$ cat config.mk
export PLATFORM = sky130hd
export DESIGN_NAME = alu_cmd_sequencer
export DESIGN_NICKNAME = d
export VERILOG_FILES = /design/src/rtl/alu_pkg.sv /design/src/rtl/cmd_fifo.sv /design/src/rtl/alu_cmd_sequencer.sv
export SDC_FILE = /design/constraint.sdc
export NUM_CORES = 1
export LEC_CHECK = 0
export ABC_AREA = 1
export BUFFER_PORTS_ARGS = -buffer_cell sky130_fd_sc_hd__buf_2
export CAP_MARGIN = 20
export CELL_PAD_IN_SITES_DETAIL_PLACEMENT = 1
export CELL_PAD_IN_SITES_GLOBAL_PLACEMENT = 2
export CORE_ASPECT_RATIO = 1.1
export CORE_MARGIN = 2
export CORE_UTILIZATION = 25
export DETAILED_ROUTE_END_ITERATION = 7
export HOLD_SLACK_MARGIN = 0.1
export MAX_ROUTING_LAYER = met4
export PLACE_DENSITY = 0.58
export SLEW_MARGIN = 20
export SYNTH_ARGS = -nofsm -noshare
export SYNTH_HDL_FRONTEND = slang
export SYNTH_SLANG_ARGS = --single-unit
$ cat constraint.sdc
create_clock -name clk -period 4.5 [get_ports clk]
set_clock_uncertainty 0.15 [all_clocks]
set_input_delay 0.225 -clock clk [delete_from_list [all_inputs] [get_ports clk]]
set_output_delay 0.225 -clock clk [all_outputs]
set_load 0.02 [all_outputs]
$ cat src/rtl/alu_pkg.sv
// Shared definitions for the ALU command sequencer: command kinds, ALU opcodes
// and the sequencer FSM encoding.
package alu_pkg;

    localparam int W = 6;

    typedef enum logic [1:0] {
        CMD_LOAD  = 2'b00,
        CMD_EXEC  = 2'b01,
        CMD_CLEAR = 2'b10,
        CMD_TEST  = 2'b11
    } cmd_kind_e;

    localparam logic [3:0] ALU_OP_ADD = 4'b0001;
    localparam logic [3:0] ALU_OP_SUB = 4'b0010;

    typedef enum logic [1:0] {
        ST_IDLE = 2'b00,
        ST_EXEC = 2'b01,
        ST_RESP = 2'b10
    } seq_state_e;

endpackage

$ cat src/rtl/cmd_fifo.sv
// Synchronous show-ahead FIFO holding packed {kind, op, data} commands.
// DEPTH must be a power of two so the pointers wrap by natural overflow.
module cmd_fifo #(
    parameter int WIDTH = 12,
    parameter int DEPTH = 2
) (
    input  logic             clk,
    input  logic             rst_n,
    input  logic             i_push,
    input  logic [WIDTH-1:0] i_wr_data,
    input  logic             i_pop,
    output logic [WIDTH-1:0] o_rd_data,
    output logic             o_full,
    output logic             o_empty
);

    localparam int AW = (DEPTH > 1) ? $clog2(DEPTH) : 1;
    localparam logic [AW:0] L_DEPTH = (AW + 1)'(DEPTH);

    logic [WIDTH-1:0] r_mem [DEPTH];
    logic [AW-1:0]    r_wr_ptr;
    logic [AW-1:0]    r_rd_ptr;
    logic [AW:0]      r_count;
    logic             w_push;
    logic             w_pop;

    assign o_full    = (r_count == L_DEPTH);
    assign o_empty   = (r_count == '0);
    assign w_push    = i_push && !o_full;
    assign w_pop     = i_pop && !o_empty;
    assign o_rd_data = r_mem[r_rd_ptr];

    always_ff @(posedge clk or negedge rst_n) begin
        if (!rst_n) begin
            r_wr_ptr <= '0;
            r_rd_ptr <= '0;
            r_count  <= '0;
        end else begin
            if (w_push) r_wr_ptr <= r_wr_ptr + 1'b1;
            if (w_pop)  r_rd_ptr <= r_rd_ptr + 1'b1;
            case ({w_push, w_pop})
                2'b10:   r_count <= r_count + 1'b1;
                2'b01:   r_count <= r_count - 1'b1;
                default: r_count <= r_count;
            endcase
        end
    end

    // Storage is never read while empty, so it needs no reset.
    always_ff @(posedge clk) begin
        if (w_push) r_mem[r_wr_ptr] <= i_wr_data;
    end

endmodule

$ cat src/rtl/alu_cmd_sequencer.sv
// Command sequencer in front of a combinational 6-bit ALU: buffers commands,
// issues operands from the accumulator and returns one result per command.
module alu_cmd_sequencer #(
    parameter int W          = 6,
    parameter int FIFO_DEPTH = 2
) (
    input  logic         clk,
    input  logic         rst_n,
    input  logic         cmd_valid,
    output logic         cmd_ready,
    input  logic [1:0]   cmd_kind,
    input  logic [3:0]   cmd_op,
    input  logic [W-1:0] cmd_data,
    output logic [W-1:0] alu_x,
    output logic [W-1:0] alu_y,
    output logic [3:0]   alu_op,
    input  logic [W-1:0] alu_z,
    input  logic         alu_iof,
    input  logic         alu_baf,
    input  logic         alu_zf,
    output logic         res_valid,
    input  logic         res_ready,
    output logic [W-1:0] res_data,
    output logic         res_iof,
    output logic         res_baf,
    output logic         res_zf,
    output logic         sticky_ovf
);

    import alu_pkg::*;

    localparam int FW = 2 + 4 + W;

    logic [FW-1:0] w_fifo_rdata;
    logic          w_full;
    logic          w_empty;
    logic          w_pop;
    cmd_kind_e     w_kind;
    logic [3:0]    w_op;
    logic [W-1:0]  w_data;

    seq_state_e    r_state;
    seq_state_e    w_state_nxt;
    logic [W-1:0]  r_acc;
    logic [W-1:0]  r_alu_x;
    logic [W-1:0]  r_alu_y;
    logic [3:0]    r_alu_op;
    logic          r_iof;
    logic          r_baf;
    logic          r_zf;
    logic          r_sticky;
    logic          r_res_valid;
    logic          r_is_exec;

    cmd_fifo #(
        .WIDTH (FW),
        .DEPTH (FIFO_DEPTH)
    ) u_fifo (
        .clk       (clk),
        .rst_n     (rst_n),
        .i_push    (cmd_valid),
        .i_wr_data ({cmd_kind, cmd_op, cmd_data}),
        .i_pop     (w_pop),
        .o_rd_data (w_fifo_rdata),
        .o_full    (w_full),
        .o_empty   (w_empty)
    );

    assign w_kind = cmd_kind_e'(w_fifo_rdata[FW-1 -: 2]);
    assign w_op   = w_fifo_rdata[W+3 -: 4];
    assign w_data = w_fifo_rdata[W-1:0];

    always_comb begin
        w_state_nxt = r_state;
        w_pop       = 1'b0;
        case (r_state)
            ST_IDLE: begin
                if (!w_empty) begin
                    w_pop = 1'b1;
                    if (w_kind == CMD_EXEC || w_kind == CMD_TEST) w_state_nxt = ST_EXEC;
                    else                                          w_state_nxt = ST_RESP;
                end
            end
            ST_EXEC: w_state_nxt = ST_RESP;
            ST_RESP: if (res_ready) w_state_nxt = ST_IDLE;
            default: w_state_nxt = ST_IDLE;
        endcase
    end

    always_ff @(posedge clk or negedge rst_n) begin
        if (!rst_n) r_state <= ST_IDLE;
        else        r_state <= w_state_nxt;
    end

    always_ff @(posedge clk or negedge rst_n) begin
        if (!rst_n) begin
            r_acc       <= '0;
            r_alu_x     <= '0;
            r_alu_y     <= '0;
            r_alu_op    <= '0;
            r_iof       <= 1'b0;
            r_baf       <= 1'b0;
            r_zf        <= 1'b0;
            r_sticky    <= 1'b0;
            r_res_valid <= 1'b0;
            r_is_exec   <= 1'b0;
        end else begin
            case (r_state)
                ST_IDLE: begin
                    if (w_pop) begin
                        case (w_kind)
                            CMD_LOAD: begin
                                r_acc       <= w_data;
                                {r_iof, r_baf, r_zf} <= 3'b000;
                                r_res_valid <= 1'b1;
                            end
                            CMD_CLEAR: begin
                                r_acc       <= '0;
                                {r_iof, r_baf, r_zf} <= 3'b000;
                                r_sticky    <= 1'b0;
                                r_res_valid <= 1'b1;
                            end
                            default: begin
                                r_alu_x   <= r_acc;
                                r_alu_y   <= w_data;
                                r_alu_op  <= w_op;
                                r_is_exec <= (w_kind == CMD_EXEC);
                            end
                        endcase
                    end
                end
                // ALU inputs have been stable for a full cycle; capture its outputs.
                ST_EXEC: begin
                    r_iof       <= alu_iof;
                    r_baf       <= alu_baf;
                    r_zf        <= alu_zf;
                    r_sticky    <= r_sticky | alu_iof;
                    if (r_is_exec) r_acc <= alu_z;
                    r_res_valid <= 1'b1;
                end
                ST_RESP: if (res_ready) r_res_valid <= 1'b0;
                default: ;
            endcase
        end
    end

    assign cmd_ready  = !w_full;
    assign alu_x      = r_alu_x;
    assign alu_y      = r_alu_y;
    assign alu_op     = r_alu_op;
    assign res_valid  = r_res_valid;
    assign res_data   = r_acc;
    assign res_iof    = r_iof;
    assign res_baf    = r_baf;
    assign res_zf     = r_zf;
    assign sticky_ovf = r_sticky;

endmodule

**After elaboration in Yosys (flattened, before gate mapping)**

Memories as Yosys holds them, arrays and structs flattened.
Index checks and enable logic that the tools add are counted.

- Bitwise operators: 2
- Reduce and logical (&&, ||, !) cells: 18
- Equal/unequal tests: 15
- $add $sub $neg: 4
- Muxes and demuxes: 25

Operators with widths:

| kind | number |
|---|---|
| 6-bit one-hot mux with 2 select lines | 2 |
| 6-bit two-way mux | 2 |
| 1-bit two-way mux | 11 |
| 2-bit equality test (second input constant) | 5 |
| 2-bit inequality test (second input constant) | 5 |
| 3-bit AND reduction | 3 |
| 1-bit one-hot mux with 2 select lines | 4 |
| 4-bit AND reduction | 2 |
| 2-bit by 1-bit equality test with 1-bit output (second input constant) | 3 |
| 2-bit zero test | 3 |
| 2-bit two-way mux | 3 |
| 2-bit one-hot mux with 3 select lines | 1 |
| 2-bit one-hot mux with 2 select lines | 1 |
| 2-bit nonzero test | 2 |
| 3-bit inequality test (second input constant) | 1 |
| 1-bit one-hot mux with 3 select lines | 1 |
| 3-bit nonzero test | 1 |
| 1-bit adder (second input constant) | 2 |
| 2-bit by 1-bit adder with 2-bit output (second input constant) | 1 |
| 1-bit logical AND | 2 |
| 1-bit zero test | 2 |
| 2-bit by 1-bit inequality test with 1-bit output (second input constant) | 1 |
| 2-bit AND reduction | 1 |
| 2-bit OR reduction | 1 |
| 4 further kinds | 4 |

- Output and inout port bits: 28
- Input port bits: 25
- Flip-flop bits (word level): 34
- Memory bits (writable): 24
- Word-level logic and storage cells: 79
- Memories kept: 1

Memories:

| memory | depth | bits a word | rd ports | clocked after memory_dff | wr ports | line | text |
|---|---|---|---|---|---|---|---|
| u_fifo.r_mem | 2 | 12 | 1 | 0 | 1 | cmd_fifo.sv:20 | `logic [WIDTH-1:0] r_mem [DEPTH];` |

**Depth between registers and ports, before layout**

Gate-level depths: netlist (run 1).

- Depth in word-level cells: 6
- Depth in mapped cells: 9
- Depth with buffers taken out: 8

**Hierarchy**

A second synthesis (run 1) with hierarchy kept.

- Cell total of the unflattened synthesis: 274
- Area total of the unflattened synthesis: 2560.0 µm²

Modules (own cells, without submodules):

| module | cells an instance | sequential area each (µm²) | instances | area each (µm²) |
|---|---|---|---|---|
| alu_cmd_sequencer | 179 | 750.7 | 1 | 1456.4 |
| cmd_fifo | 95 | 820.8 | 1 | 1103.6 |

**Least setup slack after synthesis (run 1)**

Ideal clock, no wire load.

- Path kind: reg-to-reg
- Start point: reg u_fifo.r_count[0]
- End point: mem u_fifo.r_mem[1][0] (enable)
- Library setup time: 0.382 ns
- Path slack: 2.578 ns
- Period minus slack after synthesis: 1.922 ns
- Arrival time: 1.390 ns
- Buffers on the path: 0
- Cell stages (with the launch flop): 5
- Required time: 3.968 ns
- Cell sequence: dfrtp_1 > inv_1 > nand2_1 > nand2_1 > nor2_1

- Longest elaborated chain between the ends: 5

Ends and longest elaborated chain:

| element | line | text |
|---|---|---|
| from (decl) | cmd_fifo.sv:23 | `logic [AW:0] r_count;` |
| from (signal assigned) | cmd_fifo.sv:42 | `2'b10: r_count <= r_count + 1'b1;` |
| from (signal assigned) | cmd_fifo.sv:43 | `2'b01: r_count <= r_count - 1'b1;` |
| from (signal assigned) | cmd_fifo.sv:44 | `default: r_count <= r_count;` |
| 2-bit equality test | cmd_fifo.sv:27 | `assign o_full = (r_count == L_DEPTH);` |
| 1-bit zero test | -- |  |
| net cmd_ready | alu_cmd_sequencer.sv:10 | `output logic cmd_ready,` |
| 1-bit logical AND | cmd_fifo.sv:29 | `assign w_push = i_push && !o_full;` |
| 1-bit two-way mux | cmd_fifo.sv:51 | `if (w_push) r_mem[r_wr_ptr] <= i_wr_data;` |
| 1-bit two-way mux (implied by the code) | cmd_fifo.sv:51 |  |
| to (decl) | cmd_fifo.sv:20 |  |

The timed path passes the listed nets, and every way through them passes these cells.

**Final worst setup path (run 1)**

- Start point: reg u_fifo.r_count[0]
- End point: mem u_fifo.r_mem[0][0] (enable)

- Longest elaborated chain between the ends: 5

Ends and longest elaborated chain:

| element | line |
|---|---|
| 2-bit equality test | cmd_fifo.sv:27 |
| 1-bit zero test | cmd_fifo.sv:29 |
| 1-bit logical AND | cmd_fifo.sv:29 |
| 1-bit two-way mux | cmd_fifo.sv:51 |
| 1-bit two-way mux (implied by the code) | cmd_fifo.sv:51 |

Every way passes these cells.

==> results of run 1 <==
[placed cells by master (no fill, tap or decap)]
master	instances
nand2_1	111
buf_2	52
dfrtp_1	34
dlygate4sd3_1	24
edfxtp_1	24
inv_1	18
clkbuf_8	11
nor2_1	9
o21ai_2	8
nand2_2	4
or2_2	4
o211ai_1	4
nor2_4	3
a21oi_1	3
nand3_1	3
inv_2	2
xnor2_1	2
o21ai_0	2
clkbuf_1	2
clkinv_2	2
o21ai_4	1
nor2_2	1
nor2_8	1
inv_4	1
nand3b_1	1
o31ai_1	1
xor2_1	1
ha_1	1
clkinv_1	1
[through the flow]
step,cell area [um2],utilization [%],std cells,power [uW]
6_report,3250,33.3,451,2300
5_1_grt,3250,33.3,451,2520
4_1_cts,3240,33.3,451,2350
3_5_place_dp,2830,29.1,411,1900
3_3_place_gp,2830,29.1,411,1880
2_1_floorplan,2470,-,245,1620
[area by class of cell]
type / count / area, um2
fill: 1121 / 6500
sequential: 58 / 1570
multi-input combinational: 160 / 771
timing repair buffer: 76 / 500
clock buffer: 13 / 159
tap: 120 / 150
inverter: 21 / 81.3
clock inverter: 3 / 13.8
[worst min-delay path, stage by stage (launching register included)]
cell and delay, ps:
dfrtp_1 340, nand2_1 50, nand2_1 40
[kinds of logic after synthesis]
kind of cell | after synthesis
adders and majority gates | 1
DFF | 58
xor gates and xnor gates | 3
buffers and inverters | 27
AOI/OAI and AO/OA | 19
and+or+nand+nor | 137
[state kept, by name (all words and copies together), names as in the netlist]
name,count
alu_y,6
r_is_exec,1
r_state,2
res_zf,1
res_data,6
u_fifo.r_count,2
res_valid,1
u_fifo.r_rd_ptr,1
u_fifo.r_mem,24
alu_op,4
u_fifo.r_wr_ptr,1
sticky_ovf,1
alu_x,6
res_baf,1
res_iof,1
[report_power, final]
| group | leakage [uW] | internal, uW | total [uW] | switching, uW |
|---|---|---|---|---|
| logic | 0.000877 | 330 | 974 | 643 |
| registers | 0.000645 | 761 | 897 | 135 |
| clock network | 0.0000908 | 227 | 430 | 203 |
| total | 0.00161 | 1320 | 2300 | 982 |
[per-layer routing]
metal  vias to the layer above  global-route usage [%]  part of all wire, %
li1                        929                       -                    -
met1                       829                    14.8                   47
met2                        36                    18.2                   47
met5                         -                       -                    0
met3                         9                    3.62                  4.4
met4                         0                    5.28                  1.9
[worst max-delay path by stage]
stage                            startpoint                  to  cells past startpoint
after floorplan           u_fifo.r_count[0]  u_fifo.r_mem[1][0]                      4
after global placement    u_fifo.r_count[0]  u_fifo.r_mem[1][6]                      4
after detailed placement  u_fifo.r_count[0]  u_fifo.r_mem[0][6]                      4
after CTS                 u_fifo.r_count[0]  u_fifo.r_mem[0][0]                      4
after global routing      u_fifo.r_count[0]  u_fifo.r_mem[0][0]                      4
final                     u_fifo.r_count[0]  u_fifo.r_mem[0][0]                      4
==> metrics, run 1 <==
status=completed; Syn Inst Count=245; Mean Syn Cell Area=10.1 um2; Antenna Cells=0; Worst VDD drop=179 uV; final setup vio count=0; RR Startpoint=u_fifo.r_count[0]; Static Leak=0.00161 uW; gpl congestion=0.650; first-pass GRT wire length=9.53 mm; Hold WS=317 ps; GR Util All Layers=12.0%; Wirelength per Cell=12.5 um; count leader, synth=nand2_1; multiplexer area fraction after synthesis=0%; Placement Rows=38; crit path DAT=1840 ps; Hold Crit Class=reg2reg; simple-gate portion of the synthesized area=23.5%; post-synthesis xor/xnor area fraction=1.06%; CTS clk-pin slew, worst paths=70 ps; # DRC=0; largest family of logic cells by synthesized area=simple AND/OR/NAND/NOR gates; Top FF cell, synth=dfrtp_1; Synth area leaders=dfrtp_1 34%, edfxtp_1 29%, nand2_1 17%, o21ai_2 2.8%, inv_1 2.7%; port buffer count=52; power per cell area=708 nW/um2; final WL=5.65 mm; max incr delay on CP=760 ps; Place WS=2410 ps; cell mode on critical path=nand2_1; crit path launch type=flip-flop; synthesized area=2470 um2; crit path time final=2040 ps; maximum clock path buffer count=2; antenna viol nets, final=0; fraction of layout cells with a size suffix above 1=27.2%; FF-to-FF setup slack=2460 ps; # resized after CTS=0; cell family with most CP delay=simple AND/OR/NAND/NOR gates; clk_lat worst skew=330 ps; starting density of the core=25.4%; clk sinks=58; Slew @ Worst Pin=986 ps; crit end category=flip-flop; H-tree depth=3; top cell type's share of synthesized area=34.4%; setup bufs post-CTS=0; Rel. slew slack=34.0%; vias in the first global route=1,890; Adder-Cell Fraction of Synth Area=0.506%; synthesized flop and latch total=58; PnR worst setup slack=2460 ps; total number of vias=1,803; CTS tree=built; Critical path buffers and inverters=1; synth unique cells=25; Slew Limit Fails=0; Seq/Total Area, Yosys=63.6%; Die W=98.8 um; Critical R2R Capture=u_fifo.r_mem[0][0]; DR pass1 iterations=4; setup_tns=0 ps; leading area contributor after synthesis=dfrtp_1; CTS Buf Count=9; Syn. warnings=0; via/cell ratio=4.00; Max-Cap Viols=0; Compound-Gate Fraction of Synth Area=6.02%; Core Region=9750 um2; Die Area=10,700 um2; EDFF count, synth=24; worst hold start=res_iof; unrepaired setup endpoints after global routing=false; antenna violations before repair=0; Layout Nets=352; critical-path cell list=inv_1, nand2_1, nand2_1, nor2_1; f_max=0.490 GHz; R2R cell count=4; crit share post-route=45.4%; io pins=53; Max FO, Critical Path=12; # hold bufs at CTS=24; area grow syn2layout=31.3%; Die Ht=108 um; DP HPWL=3.97 mm; initial drt markers=45; WS Path Type=reg2reg; CP max stage cell=nor2_1; largest net degree at the start of global routing=35; commonest cells in the netlist=111 x nand2_1, 34 x dfrtp_1, 24 x edfxtp_1; Async S/R FF share, synth=58.6%; root buffer cell=clkbuf_8; Final Hold Viols=0; Worst Hold End=res_iof; hold-critical path depth=2; GRT overflow=0; Post-Syn Nets=271; CP Data Required Time=4300 ps
Note: power is estimated with default switching activity, not from simulation.
==> run 2, diff against run 1 <==
==> constraint.sdc (replaced) <==
create_clock -name clk -period 1.9 [get_ports clk]
set_clock_uncertainty 0.15 [all_clocks]
set_input_delay 0.095 -clock clk [delete_from_list [all_inputs] [get_ports clk]]
set_output_delay 0.095 -clock clk [all_outputs]
set_load 0.02 [all_outputs]
==> metrics, run 2 (synthesized netlist as in run 1, its figures left out) <==
status=completed; crit path launch type=flip-flop; FF-to-FF setup slack=150 ps (-2310 ps); Rel. slew slack=46.4% (+12 points); Critical R2R Capture=u_fifo.r_count[1]; clk sinks=58 (unchanged); Critical path buffers and inverters=1 (unchanged); WP depth=6 (+2); CTS clk-pin slew, worst paths=60 ps (about the same); crit path time final=1750 ps (-289 ps); Max-Cap Viols=0 (unchanged); CTS Buf Count=9 (unchanged); starting density of the core=25.4% (unchanged); cell family with most CP delay=compound AO/OA/AOI/OAI gates; Worst VDD drop=386 uV (+120%); Place WS=134 ps (-2270 ps); # DRC=0 (unchanged); CP startpoint=u_fifo.r_count[0]; Flop pwr share=37.0% (-2.0 points); clk_lat worst skew=340 ps (about the same); Max FO, Critical Path=6 (-6); root buffer cell=clkbuf_8; largest net degree at the start of global routing=35 (unchanged); CP Data Required Time=1970 ps (-2330 ps); Biggest register=u_fifo.r_mem; DP HPWL=3.94 mm (-0.87%); Wirelength per Cell=12.6 um (+0.54%); antenna viol nets, final=0 (unchanged); maximum clock path buffer count=2 (unchanged); R2R cell count=6 (+2); DR pass1 iterations=4 (unchanged); commonest non-fill, non-tap cells in the layout=111 x nand2_1, 52 x buf_2, 34 x dfrtp_1; crit path to=u_fifo.r_count[1]; Core Region=9750 um2 (unchanged); Final Hold Viols=0 (unchanged); most common cell after layout, fill and taps aside=nand2_1; setup_tns=0 ps (unchanged); initial drt markers=69 (+53%); Static Leak=0.00165 uW (+2.1%); Net Sw Frac=41.8% (-0.91 points); H-tree depth=3 (unchanged); Slew Limit Fails=0 (unchanged); io pins=53 (unchanged); Layout fillers=1,125 (+0.36%); f_max=0.570 GHz (+16%); Placement Rows=38 (unchanged); crit share post-route=92.3% (+47 points); final WL=5.73 mm (+1.4%); clock network fraction of design power=20.3% (+1.6 points); RR Startpoint=u_fifo.r_count[0]; WS Path Type=reg2reg; CP max stage cell=dfrtp_1; CTS tree=built; GRT overflow=0 (unchanged); Layout Utilization=33.9% (+0.62 points); power per cell area=1710 nW/um2 (+140%); Hold Crit Class=in2async; Die Ht=108 um (unchanged); area grow syn2layout=33.8%; first-pass GRT wire length=9.29 mm (-2.5%); gpl congestion=0.694 (+6.7%); fraction of layout cells with a size suffix above 1=28.4% (+1.2 points); GR Util All Layers=11.8% (-0.17 points); crit end category=flip-flop; final setup vio count=0 (unchanged); total number of vias=1,843 (+2.2%); vias in the first global route=1,819 (-3.8%); Hold WS=235 ps (-81.9 ps); port buffer count=52 (unchanged); P_int=3290 uW (+150%); setup bufs post-CTS=0 (unchanged); PnR worst setup slack=146 ps (-2310 ps); critical-path cell list=o21ai_4, inv_1, ha_1, a21oi_1, o21ai_0, xnor2_1; max FFs per register=24 (unchanged); via/cell ratio=4.05 (+1.3%); sw power=2360 uW (+140%); max incr delay on CP=460 ps (-300 ps); antenna violations before repair=0 (unchanged); Die W=98.8 um (unchanged); Die Area=10,700 um2 (unchanged); Slew @ Worst Pin=805 ps (-182 ps); Antenna Cells=0 (unchanged); unrepaired setup endpoints after global routing=false; Layout Nets=356 (+1.1%); crit path DAT=1830 ps (about the same); Comb power frac=42.7% (+0.4 points)
[run 2: changes by cell type in the layout (fill, tap and decap cells not counted)]
cell	delta
clkinv_1	-1
clkbuf_8	+1
buf_4	+4
clkinv_2	-1
clkbuf_16	+1
[run 2: worst reg2reg max path, cell delays in order, from the launching register on]
cell	delay (ps)
dfrtp_1	460
o21ai_4	280
inv_1	70
ha_1	320
a21oi_1	110
o21ai_0	110
xnor2_1	140
[run 2: power by group through the flow]
stage               Combinational (uW)  Sequential, uW  Clock (uW)
floorplan                         1450            2400           0
global placement                  2420            2110           0
detailed placement                2440            2130           0
CTS                               2490            2110        1200
global route                      2740            2150        1250
finish                            2410            2090        1140
[run 2: per-layer routing]
metal | up-vias | wire length, um | share of wire, % | GRT usage [%]
met3 | 8 | 229 | 4.0 | 3.30
met2 | 34 | 2770 | 48 | 18.6
met5 | - | 0 | 0 | -
met4 | 0 | 99 | 1.7 | 5.58
met1 | 858 | 2630 | 46 | 14.0
li1 | 943 | - | - | -
[run 2: how the worst min path moves through the flow]
| stage | cells past startpoint | start | slack (ps) | to |
|---|---|---|---|---|
| 3_3_place_gp | 1 | rst_n | 100 | res_baf |
| 2_1_floorplan | 0 | rst_n | -350 | alu_op[0] |
| 3_5_place_dp | 1 | rst_n | 100 | res_baf |
| 5_1_grt | 2 | rst_n | 320 | res_baf |
| 4_1_cts | 2 | rst_n | 260 | alu_x[3] |
| 6_report | 2 | rst_n | 230 | res_baf |
[run 2: repair_timing]
item | CTS | global route
hold endpoints to repair | 71 | 0
gates resized for setup | 0 | 0
hold buffers | 24 | 0
[run 2: through the flow]
stage | cell area, um2 | cells | total power (uW)
3_3_place_gp | 2860 | 415 | 4530
6_report | 3310 | 455 | 5650
2_1_floorplan | 2470 | 245 | 3850
5_1_grt | 3310 | 455 | 6140
4_1_cts | 3310 | 455 | 5800
3_5_place_dp | 2860 | 415 | 4570
[run 2: final cells by class]
| class | count | area [um2] | area share (%) |
|---|---|---|---|
| multi-input combinational | 160 | 771 | 23.3 |
| inverter | 21 | 81.3 | 2.46 |
| clock buffer | 15 | 198 | 5.98 |
| tap | 120 | 150 | 4.54 |
| clock inverter | 1 | 5.00 | 0.151 |
| timing repair buffer | 80 | 531 | 16.0 |
| sequential | 58 | 1570 | 47.5 |
==> run 3, diff against run 2 <==
--- a/config.mk
+++ b/config.mk
@@ -16,8 +16,8 @@
 export DETAILED_ROUTE_END_ITERATION = 7
 export HOLD_SLACK_MARGIN = 0.1
 export MAX_ROUTING_LAYER = met4
-export PLACE_DENSITY = 0.58
-export SLEW_MARGIN = 20
+export PLACE_DENSITY = 0.62
+export SLEW_MARGIN = 30
 export SYNTH_ARGS = -nofsm -noshare
 export SYNTH_HDL_FRONTEND = slang
 export SYNTH_SLANG_ARGS = --single-unit
==> metrics, run 3 (synthesized netlist as in run 1, its figures left out) <==
starting density of the core=25.4% (unchanged); Max FO, Critical Path=5 (-1); Slew @ Worst Pin=453 ps (-352 ps); setup_tns=0 ps (unchanged); unrepaired setup endpoints after global routing=false; crit end category=flip-flop; largest net degree at the start of global routing=35 (unchanged); Top Usage Layer GRT=met2; Placement Rows=38 (unchanged); clk sinks=58 (unchanged); Max-Cap Viols=0 (unchanged); Layout fillers=1,111 (-1.2%); f_max=0.590 GHz (+3.5%); most common cell after layout, fill and taps aside=nand2_1; clk_lat worst skew=330 ps (about the same); Core Region=9750 um2 (unchanged); first-pass GRT wire length=10.1 mm (+8.3%); Place WS=83.1 ps (-51.0 ps); power per cell area=1750 nW/um2 (+2.7%); DP HPWL=4.03 mm (+2.4%); fraction of layout cells with a size suffix above 1=29.1% (+0.72 points); initial drt markers=72 (+4.3%); RR Startpoint=r_state[1]; CTS tree=built; Antenna Cells=0 (unchanged); final setup vio count=0 (unchanged); WS Path Type=reg2reg; Rel. slew slack=69.8% (+23 points); io pins=53 (unchanged); Worst VDD drop=411 uV (+6.4%); gpl congestion=0.736 (+6.1%); area post-placement=2870 um2 (+0.26%); maximum clock path buffer count=2 (unchanged); via/cell ratio=4.09 (+0.86%); antenna viol nets, final=0 (unchanged); Final Hold Viols=0 (unchanged); max incr delay on CP=470 ps (about the same); area grow syn2layout=35.7%; max FFs per register=24 (unchanged); GR Util All Layers=12.4% (+0.59 points); Layout Utilization=34.4% (+0.49 points); root buffer cell=clkbuf_8; Die Ht=108 um (unchanged); GRT overflow=0 (unchanged); met3 usage=3.43% (+0.13 points); crit path DAT=1760 ps (-70 ps); CP max stage cell=dfrtp_1; Hold Crit Class=in2async; PnR worst setup slack=206 ps (+60.1 ps); met2 GRT Util=20.2% (+1.5 points); antenna violations before repair=0 (unchanged); final non-filler cell area=3350 um2 (+1.4%); # DRC=0 (unchanged); critical-path cell list=nor2_4, o21ai_4, inv_1, ha_1, a21oi_1, o21ai_0, xnor2_1; Die Area=10,700 um2 (unchanged); CP Data Required Time=1960 ps (about the same); port buffer count=52 (unchanged); vias in the first global route=1,988 (+9.3%); final WL=5.73 mm (unchanged); R2R cell count=7 (+1); status=completed; Layout Nets=358 (+0.56%); Biggest register=u_fifo.r_mem; Die W=98.8 um (unchanged); commonest non-fill, non-tap cells in the layout=111 x nand2_1, 52 x buf_2, 33 x dfrtp_1; H-tree depth=3 (unchanged); Slew Limit Fails=0 (unchanged); Critical R2R Capture=u_fifo.r_count[1]; Static Leak=0.00166 uW (+1.0%); total number of vias=1,867 (+1.3%); Hold WS=185 ps (-49.8 ps); CTS Buf Count=9 (unchanged); met1 Resource Use GR=14.6% (+0.56 points); FF-to-FF setup slack=210 ps (+60 ps); crit path time final=1690 ps (-60.1 ps); crit share post-route=89.2% (-3.2 points); Wirelength per Cell=12.5 um (-0.44%); CTS clk-pin slew, worst paths=70 ps (about the same); crit path launch type=flip-flop; DR pass1 iterations=4 (unchanged)
[run 3: worst max path at each step]
| stage | from | slack [ps] | end | depth (start not counted) |
|---|---|---|---|---|
| floorplan | u_fifo.r_count[0] | -10 | u_fifo.r_mem[0][0] | 4 |
| global placement | u_fifo.r_count[0] | 170 | u_fifo.r_count[1] | 6 |
| detailed placement | u_fifo.r_count[0] | 80 | u_fifo.r_count[1] | 6 |
| CTS | u_fifo.r_count[0] | 60 | u_fifo.r_count[1] | 6 |
| global route | u_fifo.r_count[0] | 70 | u_fifo.r_count[1] | 7 |
| finish | r_state[1] | 210 | u_fifo.r_count[1] | 7 |
[run 3: routing by layer]
metal / vias up / part of all wire [%]
met4: 0 / 1.7
met5: - / 0
met1: 882 / 45
met2: 32 / 50
met3: 8 / 3.7
li1: 945 / -
[run 3: layout make-up]
type / count / area (um2) / share of cell area (%)
clock inverters: 5 / 103 / 3.06
inverters: 21 / 81.3 / 2.42
flip-flops and latches: 58 / 1570 / 46.9
multi-input cells: 160 / 771 / 23.0
repair buffers: 82 / 546 / 16.3
clock buffers: 11 / 131 / 3.92
well taps: 120 / 150 / 4.48
[run 3: metrics by stage]
step           power [uW]  cells
2_1_floorplan        3850    245
3_3_place_gp         4520    416
3_5_place_dp         4560    416
4_1_cts              6010    456
5_1_grt              6430    457
6_report             5880    457
[run 3: power by group]
group          switching [uW]  internal [uW]
registers                 295           1800
clock network             488            870
logic                    1580            846
[run 3: worst max-delay path: cells and delay by family (launching register included)]
family | cells | cell delay (ps)
fa+ha+maj | 1 | 240
compound gates | 3 | 320
buf+inv | 1 | 60
flops | 1 | 470
simple gates | 1 | 180
xor+xnor | 1 | 140
[run 3: timing repair]
action                                 CTS  global route
resized for setup                        0             1
hold buffers                            24             0
setup endpoints to repair                0             1
buffers inserted                         0             1
endpoints found under the hold margin   72             0
